--- config.mk ---
export PLATFORM = sky130hd
export DESIGN_NAME = fp16_add_seq
export DESIGN_NICKNAME = d
export VERILOG_FILES = /design/src/rtl/fp16_add_seq.sv
export SDC_FILE = /design/constraint.sdc
export NUM_CORES = 1
export LEC_CHECK = 0
export BUFFER_PORTS_ARGS = -buffer_cell sky130_fd_sc_hd__buf_2
export CORE_MARGIN = 10
export CORE_UTILIZATION = 35
export DETAILED_ROUTE_END_ITERATION = 8
export MAX_ROUTING_LAYER = met4
export SYNTH_ARGS = -nofsm -noshare
export SYNTH_HDL_FRONTEND = slang
export SYNTH_SLANG_ARGS = --single-unit
--- constraint.sdc ---
create_clock -name clk -period 6 [get_ports clk]
set_input_delay 0.6 -clock clk [delete_from_list [all_inputs] [get_ports clk]]
set_output_delay 0.6 -clock clk [all_outputs]
set_load 0.1 [all_outputs]
--- src/rtl/fp16_add_seq.sv ---
// Multi-cycle FP16 adder: one align shift / normalize shift per cycle, truncating, denormals flushed.
// Optional FP16_ADD_SPECIALS_EN: inf/NaN operands bypass the datapath and resolve at acceptance.
module fp16_add_seq (
  input  logic        clk,
  input  logic        rst,
  input  logic        in_valid,
  output logic        in_ready,
  input  logic [15:0] a,
  input  logic [15:0] b,
  output logic        out_valid,
  input  logic        out_ready,
  output logic [15:0] result,
  output logic        busy
);
  localparam logic [2:0] IDLE  = 3'd0;
  localparam logic [2:0] ALIGN = 3'd1;
  localparam logic [2:0] ADD   = 3'd2;
  localparam logic [2:0] NORM  = 3'd3;
  localparam logic [2:0] DONE  = 3'd4;

  logic [2:0]  state_q, state_d;
  logic        sign_q, sign_d;
  logic        sub_q, sub_d;
  logic [5:0]  exp_q, exp_d;
  logic [10:0] mb_q, mb_d;
  logic [10:0] ms_q, ms_d;
  logic [3:0]  diff_q, diff_d;
  logic [11:0] sum_q, sum_d;
  logic [15:0] res_q, res_d;

  logic [4:0]  ea, eb, e_big, e_small, dexp;
  logic [10:0] ma, mb, m_big, m_small;
  logic        a_big;
  logic [5:0]  exp_inc, exp_dec;

  always_comb begin
    ea      = a[14:10];
    eb      = b[14:10];
    ma      = (ea == 5'd0) ? 11'd0 : {1'b1, a[9:0]};
    mb      = (eb == 5'd0) ? 11'd0 : {1'b1, b[9:0]};
    a_big   = {ea, ma} >= {eb, mb};
    e_big   = a_big ? ea : eb;
    e_small = a_big ? eb : ea;
    m_big   = a_big ? ma : mb;
    m_small = a_big ? mb : ma;
    dexp    = e_big - e_small;
    exp_inc = exp_q + 6'd1;
    exp_dec = exp_q - 6'd1;
  end

`ifdef FP16_ADD_SPECIALS_EN
  logic        a_inf, b_inf, a_nan, b_nan, spec_hit;
  logic [15:0] spec_res;
  always_comb begin
    a_nan    = (ea == 5'h1F) && (a[9:0] != 10'd0);
    b_nan    = (eb == 5'h1F) && (b[9:0] != 10'd0);
    a_inf    = (ea == 5'h1F) && (a[9:0] == 10'd0);
    b_inf    = (eb == 5'h1F) && (b[9:0] == 10'd0);
    spec_hit = (ea == 5'h1F) || (eb == 5'h1F);
    if (a_nan || b_nan || (a_inf && b_inf && (a[15] != b[15])))
      spec_res = 16'h7E00;
    else if (a_inf)
      spec_res = {a[15], 15'h7C00};
    else
      spec_res = {b[15], 15'h7C00};
  end
`endif

  always_comb begin
    state_d = state_q;
    sign_d  = sign_q;
    sub_d   = sub_q;
    exp_d   = exp_q;
    mb_d    = mb_q;
    ms_d    = ms_q;
    diff_d  = diff_q;
    sum_d   = sum_q;
    res_d   = res_q;
    case (state_q)
      IDLE: begin
        if (in_valid) begin
          sign_d  = a_big ? a[15] : b[15];
          sub_d   = a[15] ^ b[15];
          exp_d   = {1'b0, e_big};
          mb_d    = m_big;
          state_d = ALIGN;
          // Beyond 11 positions every small-mantissa bit would be shifted out anyway
          if (dexp > 5'd11) begin
            ms_d   = 11'd0;
            diff_d = 4'd0;
          end else begin
            ms_d   = m_small;
            diff_d = dexp[3:0];
          end
`ifdef FP16_ADD_SPECIALS_EN
          if (spec_hit) begin
            res_d   = spec_res;
            state_d = DONE;
          end
`endif
        end
      end
      ALIGN: begin
        if (diff_q == 4'd0) begin
          state_d = ADD;
        end else begin
          ms_d   = ms_q >> 1;
          diff_d = diff_q - 4'd1;
        end
      end
      ADD: begin
        sum_d   = sub_q ? ({1'b0, mb_q} - {1'b0, ms_q}) : ({1'b0, mb_q} + {1'b0, ms_q});
        state_d = NORM;
      end
      NORM: begin
        if (sum_q[11]) begin
          sum_d   = sum_q >> 1;
          exp_d   = exp_inc;
          res_d   = (exp_inc >= 6'd31) ? {sign_q, 15'h7C00} : {sign_q, exp_inc[4:0], sum_q[10:1]};
          state_d = DONE;
        end else if (sum_q == 12'd0) begin
          res_d   = 16'h0000;
          state_d = DONE;
        end else if (sum_q[10]) begin
          res_d   = {sign_q, exp_q[4:0], sum_q[9:0]};
          state_d = DONE;
        end else begin
          sum_d = sum_q << 1;
          exp_d = exp_dec;
          if (exp_dec == 6'd0) begin
            res_d   = 16'h0000;
            state_d = DONE;
          end
        end
      end
      DONE: begin
        if (out_ready) state_d = IDLE;
      end
      default: state_d = IDLE;
    endcase
  end

  always_ff @(posedge clk) begin
    if (rst) begin
      state_q <= IDLE;
      sign_q  <= 1'b0;
      sub_q   <= 1'b0;
      exp_q   <= 6'd0;
      mb_q    <= 11'd0;
      ms_q    <= 11'd0;
      diff_q  <= 4'd0;
      sum_q   <= 12'd0;
      res_q   <= 16'h0000;
    end else begin
      state_q <= state_d;
      sign_q  <= sign_d;
      sub_q   <= sub_d;
      exp_q   <= exp_d;
      mb_q    <= mb_d;
      ms_q    <= ms_d;
      diff_q  <= diff_d;
      sum_q   <= sum_d;
      res_q   <= res_d;
    end
  end

  assign in_ready  = (state_q == IDLE);
  assign busy      = (state_q != IDLE);
  assign out_valid = (state_q == DONE);
  assign result    = res_q;
endmodule
==> results of run 1 <==
worst max-delay path by stage:
stage	cells past startpoint	slack, ns	to	start
finish	16	1.52	diff_q[2]$_SDFFE_PP0P_	a[11]
global route	16	1.13	diff_q[2]$_SDFFE_PP0P_	a[11]
CTS	17	1.50	diff_q[2]$_SDFFE_PP0P_	b[11]
detailed placement	17	1.15	diff_q[2]$_SDFFE_PP0P_	b[11]
global placement	17	1.30	diff_q[2]$_SDFFE_PP0P_	b[11]
floorplan	18	1.62	ms_q[0]$_SDFFE_PP0P_	a[11]
synth_stat cells (all sizes together), types with 2 or more instances:
master   count  area (um2)
o21ai       28         140
nand4        3        18.8
and3        19         119
mux2         2        26.3
o22ai       15         156
a221oi       3        50.1
a21o         2        15.0
buf          4        27.5
nand3       13        70.1
mux2i        8        80.1
o211ai       7        52.6
a311oi       4        35.0
nand2       41         161
inv         31         116
and2        12        75.1
a21oi       82         414
a31oi       16         100
a2bb2o       2        30.0
xor2         3        26.3
a2bb2oi      4        35.0
nor2b        8        50.1
nand2b       7        43.8
o32ai        2        17.5
o21bai       6        45.0
dfxtp       65        1300
a21boi       3        22.5
a211oi      36         270
o31ai        2        15.0
nor2       102         383
nor3        19         100
or2          3        18.8
or3          7        43.8
a22oi       12        90.1
nor4         3        18.8
clkbuf      39         146
ha          34         425
xnor2       18         158
registers in the layout, summed over array words and instances, names as in the netlist:
name and cells:
result 16, sum_q 12, mb_q 11, ms_q 11, exp_q 6, diff_q 4
state_q 3, sign_q 1, sub_q 1
per-stage QoR:
stage	cells	instance area, um2	hold WS, ns	total power [uW]
global placement	873	5380	0.455	2230
finish	888	5680	0.478	2790
detailed placement	873	5380	0.467	2260
CTS	888	5680	0.477	2800
floorplan	677	5010	0.436	1950
global route	888	5680	0.493	3030
worst register-to-register path, stage by stage (launching register included):
cell and delay (ns):
dfxtp_1 0.40, inv_1 0.08, ha_1 0.30, mux2i_1 0.28
ha_1 0.29, nor2b_1 0.12, o21ai_0 0.23, a21boi_0 0.16
o21ai_0 0.22, a21boi_0 0.19, o2111ai_1 0.27, nand2_1 0.09
or3_1 0.31, a31oi_1 0.18, nor3_1 0.07
report_power, final:
group / switching (uW) / internal (uW) / total (uW) / leakage [uW]
Combinational: 986 / 594 / 1580 / 0.00159
Clock: 186 / 340 / 526 / 0.000148
Sequential: 145 / 541 / 686 / 0.000530
Total: 1320 / 1480 / 2790 / 0.00227
kinds of logic after synthesis:
family,Yosys count,share of synthesized area (%)
buf+inv,74,5.79
fa+ha+maj,35,8.88
mux,10,2.12
simple gates,243,23.0
compound gates,229,30.6
xor+xnor,21,3.67
flops,65,25.9
layer usage:
| layer | track usage, % | up-vias | wire length [um] |
|---|---|---|---|
| li1 | - | 2521 | - |
| met1 | 18.4 | 2172 | 7050 |
| met2 | 21.4 | 97 | 5920 |
| met3 | 2.42 | 16 | 630 |
| met4 | 4.62 | 0 | 178 |
| met5 | - | - | 0 |
layout make-up:
cell class,instances,area [um2]
Multi-Input combinational cell,538,3430
Clock buffer,12,256
Tap cell,180,225
Timing Repair Buffer,59,308
Inverter,31,116
Sequential cell,65,1300
Fill cell,1427,8260
Clock inverter,3,40.0
==> results.md, run 1 <==
* Status: complete, no violations
* Max Slew Vio Count at 0
* Most used cells in the layout excluding fill and tap cells: nor2_1, a21oi_1, dfxtp_1
* Vias per cell at between 5 and 6
* Vias in the first global route at ~4800
* Global Route Usage Sum at approximately 14%
* Worst-path clk slew at ~0.050 ns
* Sequential fraction of the synthesis area at about 26%
* CP startpoint kind: primary input
* Placer Congestion at around 0.91
* Max VDD drop at between 0.00015 and 0.0002 V
* Final period utilization at about three quarters
* Max-Cap Viols at 0
* FF+latch count, synth at 65
* Reg2Reg Launch Point: ms_q[0]$_SDFFE_PP0P_
* Worst reg2reg endpoint: sum_q[9]$_SDFFE_PP0P_
* RSZ-0062 raised after global routing: false
* Hold Vio Cnt, Final at 0
* Crit Path Max Fanout at 37
* Crit-path most repeated cell: ha_1
* Worst EP required at approximately 6.3 ns
* Worst Setup Path Type: primary input to register
* Starting Density at 36.0%
* GRT overflow at 0
* Synth-to-layout area growth at 13.2%
* Tmin final at 4.48 ns
* Pre-CTS WS at ~1.1 ns
* Vias at ~4800
* Final Core Density at 40.7%
* Antenna violations before repair at 0
* Netlist cell types at just over 60
* Largest delay share family, worst path: simple AND/OR/NAND/NOR gates
* Drt pass-1 iters at 4
* Mapped Cells at 677
* Hold Path Class: register to register
* ANT cells at 0
* Die X at 140 um
* Synth warn at 0
* Crit path DAT at roughly 4.7 ns
* Share of cells above drive strength 1 at 13.7%
* WL final at 13800 um
* CP bufs+invs at 1
* CTS sink count at between 60 and 70
* Clock Tree Root: clkbuf_16
* Die Ht at ~140 um
* HP Start: result[15]$_SDFFE_PP0P_
* Port bufs at between 50 and 60
* CTS Buffer Depth at 2
* Setup Fix Bufs, Post-CTS at 0
* Power Dens Cells at between 400 and 500 nW/um2
* Layout Nets at between 700 and 800
* Die ar. at 19500 um2
* Hold EP: result[15]$_SDFFE_PP0P_
* Skew final at ~0.005 ns
* Post-synth EDFFs at 0
* Clock Latency Late Sink at approximately 0.33 ns
* Synth Flop Type: dfxtp_1
* Site Rows at 43
* Max-slew headroom at between 30% and 40%
* Asr flop ratio synth at 0%
* Post-DP HPWL at around 11000 um
* Reg2reg path depth at 14
* Post-Syn Nets at approximately 750
* Total leakage power at about 0.0023 uW
* Maximum operating frequency at around 220 MHz
* Worst path cell trace: buf_2, nor3_1, nand2_1, and2_1, ha_1, a21oi_1, o21ai_1, a221oi_4, nand2_4, mux2i_1, ha_1, a221oi_2, o211ai_1, xor2_1, or4_4, o22ai_1
* CORE AREA at around 14000 um2
* Worst slew pin tran at about 0.96 ns
* Pin count of the biggest net entering global routing at roughly 70
* Critical-path top delay cell: or4_4
* Mapped Area at 5010 um2
* First-pass GRT wire length at approximately 23000 um
* Post-route setup TNS at 0 ns
* R2R setup slack at about 2.7 ns
* Critical path capture point type: register
* Most common cell after layout, fill and taps aside: nor2_1
* CTS Hold Bufs at 0
* Syn Area/Cell at between 7 and 8 um2
* Final setup violation count at 0
* Hold depth at 2
* Routed wire length per instance at roughly 16 um
* CTS Buf Count at 9
* Post-CTS Resized at 0
* Antenna-violating nets left at 0
* I/O pin total at between 50 and 60
* Post-route DRC at 0
* Setup WS post-layout at 1.52 ns
* Slowest Stage Delay on Critical Path at between 0.6 and 0.7 ns
* H-tree levels at 3
* CTS tree: built
* Iter 0 DRT Violations at between 200 and 300
(Power assumes the default switching activity.)
==> inputs of run 2 (changes only) <==
==> constraint.sdc (replaced) <==
create_clock -name clk -period 4.4 [get_ports clk]
set_input_delay 0.44 -clock clk [delete_from_list [all_inputs] [get_ports clk]]
set_output_delay 0.44 -clock clk [all_outputs]
set_load 0.1 [all_outputs]
==> run 2 against run 1 <==
- via count increased by 0.48%
- first-iteration DRC count increased by 64%
- total power increased by 39%
- largest cell class unchanged
- critical endpoint unchanged
- cell count increased by 0.90%
- design area increased by 1.3%
- global-route usage increased by 0.082 points
- critical path type unchanged
- clock skew decreased by 0.00067 ns
==> results.md, run 2 (synthesized netlist as in run 1, its figures left out) <==
* First-pass GRT wire length at 23000 um (was 23100 um)
* Clock Tree Root: clkbuf_16 (unchanged)
* Final period utilization at 90.4%
* Status: complete, no violations (unchanged)
* Hold Path Class: primary input to register (was register to register)
* Maximum operating frequency at roughly 250 MHz
* Synth-to-layout area growth at 14.7% (was 13.2%)
* Global Route Usage Sum at 14.1% (about the same)
* Worst Setup Path Type: primary input to register (unchanged)
* Placer Congestion at 0.895 (was 0.912)
* Most used cells in the layout excluding fill and tap cells: nor2_1, a21oi_1, dfxtp_1 (unchanged)
* Worst EP required at 4.66 ns (was 6.25 ns)
* Net Sw Power at 1800 uW (was 1320 uW)
* Pin count of the biggest net entering global routing at 37 (was 68)
* Drt pass-1 iters at 4 (unchanged)
* Critical path capture point type: register (unchanged)
* Die X at 140 um (unchanged)
* Die ar. at 19500 um2 (unchanged)
* Routed wire length per instance at 15.3 um (was 15.5 um)
* Share of power burned in registers at 24.0% (was 24.6%)
* Clock share of power at 20.2% (was 18.8%)
* Logic pwr share at 55.8% (was 56.6%)
* CORE AREA at 13900 um2 (unchanged)
* Fillers at 1422 (was 1427)
* Slowest Stage Delay on Critical Path at 0.63 ns (was 0.62 ns)
* Worst path cell trace: buf_2, nor3_1, nand2_1, and2_1, ha_1, a21o_1, a21oi_1, o211ai_1, nand3_2, nand2_4, mux2i_1, ha_1, a221oi_2, o211ai_1, xor2_1, or4_4, o22ai_1 (was buf_2, nor3_1, nand2_1, and2_1, ha_1, a21oi_1, o21ai_1, a221oi_4, nand2_4, mux2i_1, ha_1, a221oi_2, o211ai_1, xor2_1, or4_4, o22ai_1)
* Post-route setup TNS at 0 ns (unchanged)
* Clock Latency Late Sink at 0.34 ns (was 0.33 ns)
* Total power at 3880 uW (was 2790 uW)
* Tmin final at a little under 4 ns
* CTS tree: built (unchanged)
* GRT overflow at 0 (unchanged)
* CTS sink count at 65 (unchanged)
* CTS Buf Count at 9 (unchanged)
* Antenna violations before repair at 1 (was 0)
* CTS Buffer Depth at 2 (unchanged)
* Max VDD drop at 0.000246 V (was 0.000174 V)
* Most common cell after layout, fill and taps aside: nor2_1 (unchanged)
* Iter 0 DRT Violations at 424 (was 258)
* Hold Vio Cnt, Final at 0 (unchanged)
* Crit path DAT at 4.24 ns (was 4.74 ns)
* Max FFs per register at 16 (unchanged)
* Sw frac at 46.3% (was 47.2%)
* Layout Nets at 781 (was 775)
* H-tree levels at 3 (unchanged)
* Site Rows at 43 (unchanged)
* P_int at 2080 uW (was 1480 uW)
* Vias per cell at 5.39 (was 5.41)
* Vias at 4829 (was 4806)
* WL final at 13700 um (was 13800 um)
* Largest delay share family, worst path: simple AND/OR/NAND/NOR gates (unchanged)
* Hold WS at 0.413 ns (was 0.478 ns)
* Setup Fix Bufs, Post-CTS at 0 (unchanged)
* Critical-path top delay cell: or4_4 (unchanged)
* Die Ht at 140 um (unchanged)
* Crit Path Max Fanout at 13 (was 37)
* Antenna-violating nets left at 0 (unchanged)
* Worst-path clk slew at 0.05 ns (about the same)
* Post-route DRC at 0 (unchanged)
* CP startpoint kind: primary input (unchanged)
* Share of cells above drive strength 1 at 14.3% (was 13.7%)
* RSZ-0062 raised after global routing: false (unchanged)
* Skew final at 0.00419 ns (was 0.00487 ns)
* Max-slew headroom at 35.3% (was 35.7%)
* Max-Cap Viols at 0 (unchanged)
* I/O pin total at 55 (unchanged)
* Post-DP HPWL at 10700 um (was 10600 um)
* CTS Hold Bufs at 0 (unchanged)
* Max Slew Vio Count at 0 (unchanged)
* Power Dens Cells at 675 nW/um2 (was 492 nW/um2)
* Vias in the first global route at 4671 (was 4766)
* Post-CTS Resized at 0 (unchanged)
* Worst slew pin tran at 0.967 ns (was 0.958 ns)
* Starting Density at 36.0% (unchanged)
* Total leakage power at 0.00231 uW (was 0.00227 uW)
* Port bufs at 54 (unchanged)
* Final setup violation count at 0 (unchanged)
* CP bufs+invs at 1 (unchanged)
[run 2: power by group through the flow]
stage	sequential [uW]	clock (uW)	combinational [uW]
6_report	933	782	2170
5_1_grt	963	821	2430
4_1_cts	931	797	2170
3_5_place_dp	942	0	2150
3_3_place_gp	935	0	2120
2_1_floorplan	985	0	1680
[run 2: worst paths after layout]
check                              from                      end  slack, ns  cells past startpoint
hold reg to reg   mb_q[10]$_SDFFE_PP0P_    mb_q[10]$_SDFFE_PP0P_       0.47                      2
setup / recovery                  a[11]   diff_q[2]$_SDFFE_PP0P_       0.42                     17
hold / removal                out_ready  state_q[2]$_SDFFE_PP0P_       0.41                      4
setup reg to reg   ms_q[0]$_SDFFE_PP0P_    sum_q[9]$_SDFFE_PP0P_       1.18                     14
[run 2: stage by stage]
step / std cells / worst slack [ns] / area [um2] / util, %
final: 896 / 0.422 / 5750 / 41.3
after global routing: 896 / 0.136 / 5750 / 41.3
after CTS: 895 / 0.452 / 5750 / 41.3
after detailed placement: 879 / 0.105 / 5430 / 38.9
after global placement: 879 / 0.228 / 5430 / 38.9
after floorplan: 677 / 0.184 / 5010 / -
[run 2: layer usage]
metal  GRT usage (%)  vias up  part of all wire, %
li1                -     2519                    -
met5               -        -                    0
met1            18.7     2191                   51
met2            21.0       97                   43
met4            5.22        0                  1.7
met3            2.48       22                  4.2
[run 2: area by class of cell]
cell class / instances / area (um2) / area share [%]
sequential: 65 / 1300 / 22.6
antenna: 1 / 2.50 / 0.0435
timing repair buffer: 65 / 353 / 6.13
multi-input combinational: 538 / 3430 / 59.6
clock inverter: 2 / 60.1 / 1.04
inverter: 31 / 116 / 2.02
tap: 180 / 225 / 3.92
clock buffer: 14 / 264 / 4.59
[run 2: tightest hold or removal path: stages]
cell and delay [ns]:
buf_2 0.09, inv_1 0.04, a21oi_1 0.05, nor2_1 0.08
==> inputs of run 3 (changes only) <==
==> constraint.sdc (replaced) <==
create_clock -name clk -period 3.75 [get_ports clk]
set_input_delay 0.375 -clock clk [delete_from_list [all_inputs] [get_ports clk]]
set_output_delay 0.375 -clock clk [all_outputs]
set_load 0.1 [all_outputs]
==> run 3 against run 2 <==
- via count grew 5.8%
- cell count grew 4.9%
- critical path depth shrank 1
- sequential power grew 16%
- design area grew 7.2%
- non-clock buffer count grew 45
- core utilization grew 3.0 points
- first-iteration DRC count shrank 15%
- clock skew is essentially flat
- total power grew 19%
- largest cell class unchanged
- highest routed layer unchanged
==> results.md, run 3 (synthesized netlist as in run 1, its figures left out) <==
* P_int at 2430 uW (was 2080 uW)
* Starting Density at 36.0% (unchanged)
* Area of the multi-input gates at 3530 um2 (was 3430 um2)
* Final setup violation count at 0 (unchanged)
* CTS Hold Bufs at 0 (unchanged)
* CTS sink count at 65 (unchanged)
* Storage element area at 1300 um2 (unchanged)
* R2R setup slack at 0.47 ns (was 1.18 ns)
* Max-Cap Viols at 0 (unchanged)
* Max VDD drop at 0.000264 V (was 0.000246 V)
* Reg2Reg Launch Point: ms_q[0]$_SDFFE_PP0P_ (unchanged)
* Hold WS at 0.331 ns (was 0.413 ns)
* Vias in the first global route at 4819 (was 4671)
* Total leakage power at 0.00255 uW (was 0.00231 uW)
* Global Route Usage Sum at 14.6% (was 14.1%)
* Worst slew pin tran at 0.979 ns (was 0.967 ns)
* Reg2reg path depth at 14 (unchanged)
* Power Dens Cells at 747 nW/um2 (was 675 nW/um2)
* CP startpoint kind: primary input (unchanged)
* Vias per cell at 5.44 (was 5.39)
* Layout Nets at 826 (was 781)
* Final period utilization at roughly 95%
* Skew final at 0.00401 ns (was 0.00419 ns)
* Antenna violations before repair at 0 (was 1)
* Post-route DRC at 0 (unchanged)
* Max-slew headroom at 34.5% (was 35.3%)
* Hold Vio Cnt, Final at 0 (unchanged)
* Clock Tree Root: clkbuf_16 (unchanged)
* Most common cell after layout, fill and taps aside: nor2_1 (unchanged)
* Die X at 140 um (unchanged)
* Vias at 5110 (was 4829)
* Max Slew Vio Count at 0 (unchanged)
* Critical path capture point type: register (unchanged)
* Placer Congestion at 0.903 (was 0.895)
* ANT cells at 0 (was 1)
* Synth-to-layout area growth at 23.0% (was 14.7%)
* Placed cell area at 5810 um2 (was 5430 um2)
* First-pass GRT wire length at 23700 um (was 23000 um)
* Crit path DAT at 3.80 ns (was 4.24 ns)
* Worst Setup Path Type: primary input to register (unchanged)
* H-tree levels at 3 (unchanged)
* Cell Count, Final, Fillers Out at 940 (was 896)
* Crit path to: diff_q[2]$_SDFFE_PP0P_ (unchanged)
* Die Ht at 140 um (unchanged)
* Crit Path Max Fanout at 13 (unchanged)
* Antenna-violating nets left at 0 (unchanged)
* Max FFs per register at 16 (unchanged)
* Routed wire length per instance at 15.3 um (about the same)
* Share of cells above drive strength 1 at 22.0% (was 14.3%)
* Design Area, Final at 6170 um2 (was 5750 um2)
* Most used cells in the layout excluding fill and tap cells: nor2_1, a21oi_1, dfxtp_1 (unchanged)
* WL final at 14400 um (was 13700 um)
* Share of power burned in registers at 23.4% (was 24.0%)
* CORE AREA at 13900 um2 (unchanged)
* Fillers at 1363 (was 1422)
* Die ar. at 19500 um2 (unchanged)
* Logic pwr share at 58.8% (was 55.8%)
* Maximum operating frequency at 282 MHz
* Worst reg2reg endpoint: sum_q[9]$_SDFFE_PP0P_ (unchanged)
* CTS Buf Count at 9 (unchanged)
* Clock share of power at 17.9% (was 20.2%)
* Critical Path Start: a[12] (was a[11])
* Site Rows at 43 (unchanged)
* Pin count of the biggest net entering global routing at 46 (was 37)
* Port bufs at 54 (unchanged)
* Drt pass-1 iters at 5 (was 4)
* Status: complete, no violations (unchanged)
* Net Sw Power at 2180 uW (was 1800 uW)
* CTS Buffer Depth at 2 (unchanged)
* Final Core Density at 44.3% (was 41.3%)
* CTS tree: built (unchanged)
* Clock Latency Late Sink at 0.33 ns (was 0.34 ns)
* RSZ-0062 raised after global routing: true (was false)
* Hold Path Class: primary input to register (unchanged)
* Post-Place Cells at 924 (was 879)
* GRT overflow at 0 (unchanged)
* Sw frac at 47.3% (was 46.3%)
* Post-DP HPWL at 11300 um (was 10700 um)
* Worst EP required at 4.00 ns (was 4.66 ns)
* Worst-path clk slew at 0.05 ns (about the same)
* Tmin final at 3.55 ns
* I/O pin total at 55 (unchanged)
* Iter 0 DRT Violations at 359 (was 424)
* Post-route setup TNS at 0 ns (unchanged)
[run 3: changes by cell type in the layout (fill, tap and decap cells not counted), moves of 2 or more]
cell and change:
clkinv_2 +2, and2_1 -4, nand2_2 +2, a21oi_2 +2, o22ai_2 +2, o22ai_1 -2
ha_1 -3, ha_2 +2, and2_4 +4, buf_4 +44, a21oi_1 -2, nand2_1 -3
[run 3: through the flow]
stage / total power, uW / worst slack, ns
5_1_grt: 4990 / -0.00553
2_1_floorplan: 3130 / -0.116
3_5_place_dp: 3750 / -0.286
4_1_cts: 4590 / 0.0597
6_report: 4610 / 0.204
3_3_place_gp: 3700 / -0.165
[run 3: critical path, cell delays in order]
cell and delay (ns):
buf_2 0.12, nor3_4 0.25, nand2_4 0.12, and2_4 0.18
ha_1 0.29, a21o_1 0.19, a21oi_2 0.17, o211ai_1 0.14
nand3_2 0.14, nand2_4 0.06, buf_4 0.18, mux2_4 0.31
xnor2_1 0.20, a2bb2o_4 0.24, or4_4 0.66, o22ai_2 0.17
[run 3: how the worst min path moves through the flow]
stage | from | to | slack [ns] | cells past startpoint
3_5_place_dp | result[15]$_SDFFE_PP0P_ | result[15]$_SDFFE_PP0P_ | 0.47 | 2
4_1_cts | out_ready | state_q[2]$_SDFFE_PP0P_ | 0.33 | 4
2_1_floorplan | mb_q[10]$_SDFFE_PP0P_ | mb_q[10]$_SDFFE_PP0P_ | 0.44 | 2
3_3_place_gp | result[15]$_SDFFE_PP0P_ | result[15]$_SDFFE_PP0P_ | 0.46 | 2
6_report | out_ready | state_q[2]$_SDFFE_PP0P_ | 0.33 | 4
5_1_grt | out_ready | state_q[2]$_SDFFE_PP0P_ | 0.37 | 4
[run 3: routing by layer]
layer / up-vias / track usage (%) / share of wire [%]
li1: 2617 / - / -
met1: 2346 / 18.8 / 49
met2: 132 / 22.9 / 46
met3: 15 / 1.87 / 3.6
met4: 0 / 4.73 / 1.8
met5: - / - / 0
[run 3: layout make-up]
cell class | count | share of cell area [%]
Multi-Input combinational cell | 538 | 57.3
Sequential cell | 65 | 21.1
Timing Repair Buffer | 110 | 11.4
Clock buffer | 13 | 4.06
Tap cell | 180 | 3.65
Inverter | 31 | 1.89
Clock inverter | 3 | 0.649
[run 3: what timing repair did]
action | in CTS | in global routing
setup endpoints to repair | 0 | 14
buffers inserted | 0 | 0
gates resized for setup | 0 | 14
hold endpoints to repair | 0 | 0
[run 3: power by group through the flow]
stage	clock network, uW	registers (uW)	logic [uW]
global placement	0	1080	2630
finish	824	1080	2710
CTS	839	1070	2690
floorplan	0	1160	1980
global route	865	1100	3020
detailed placement	0	1080	2670
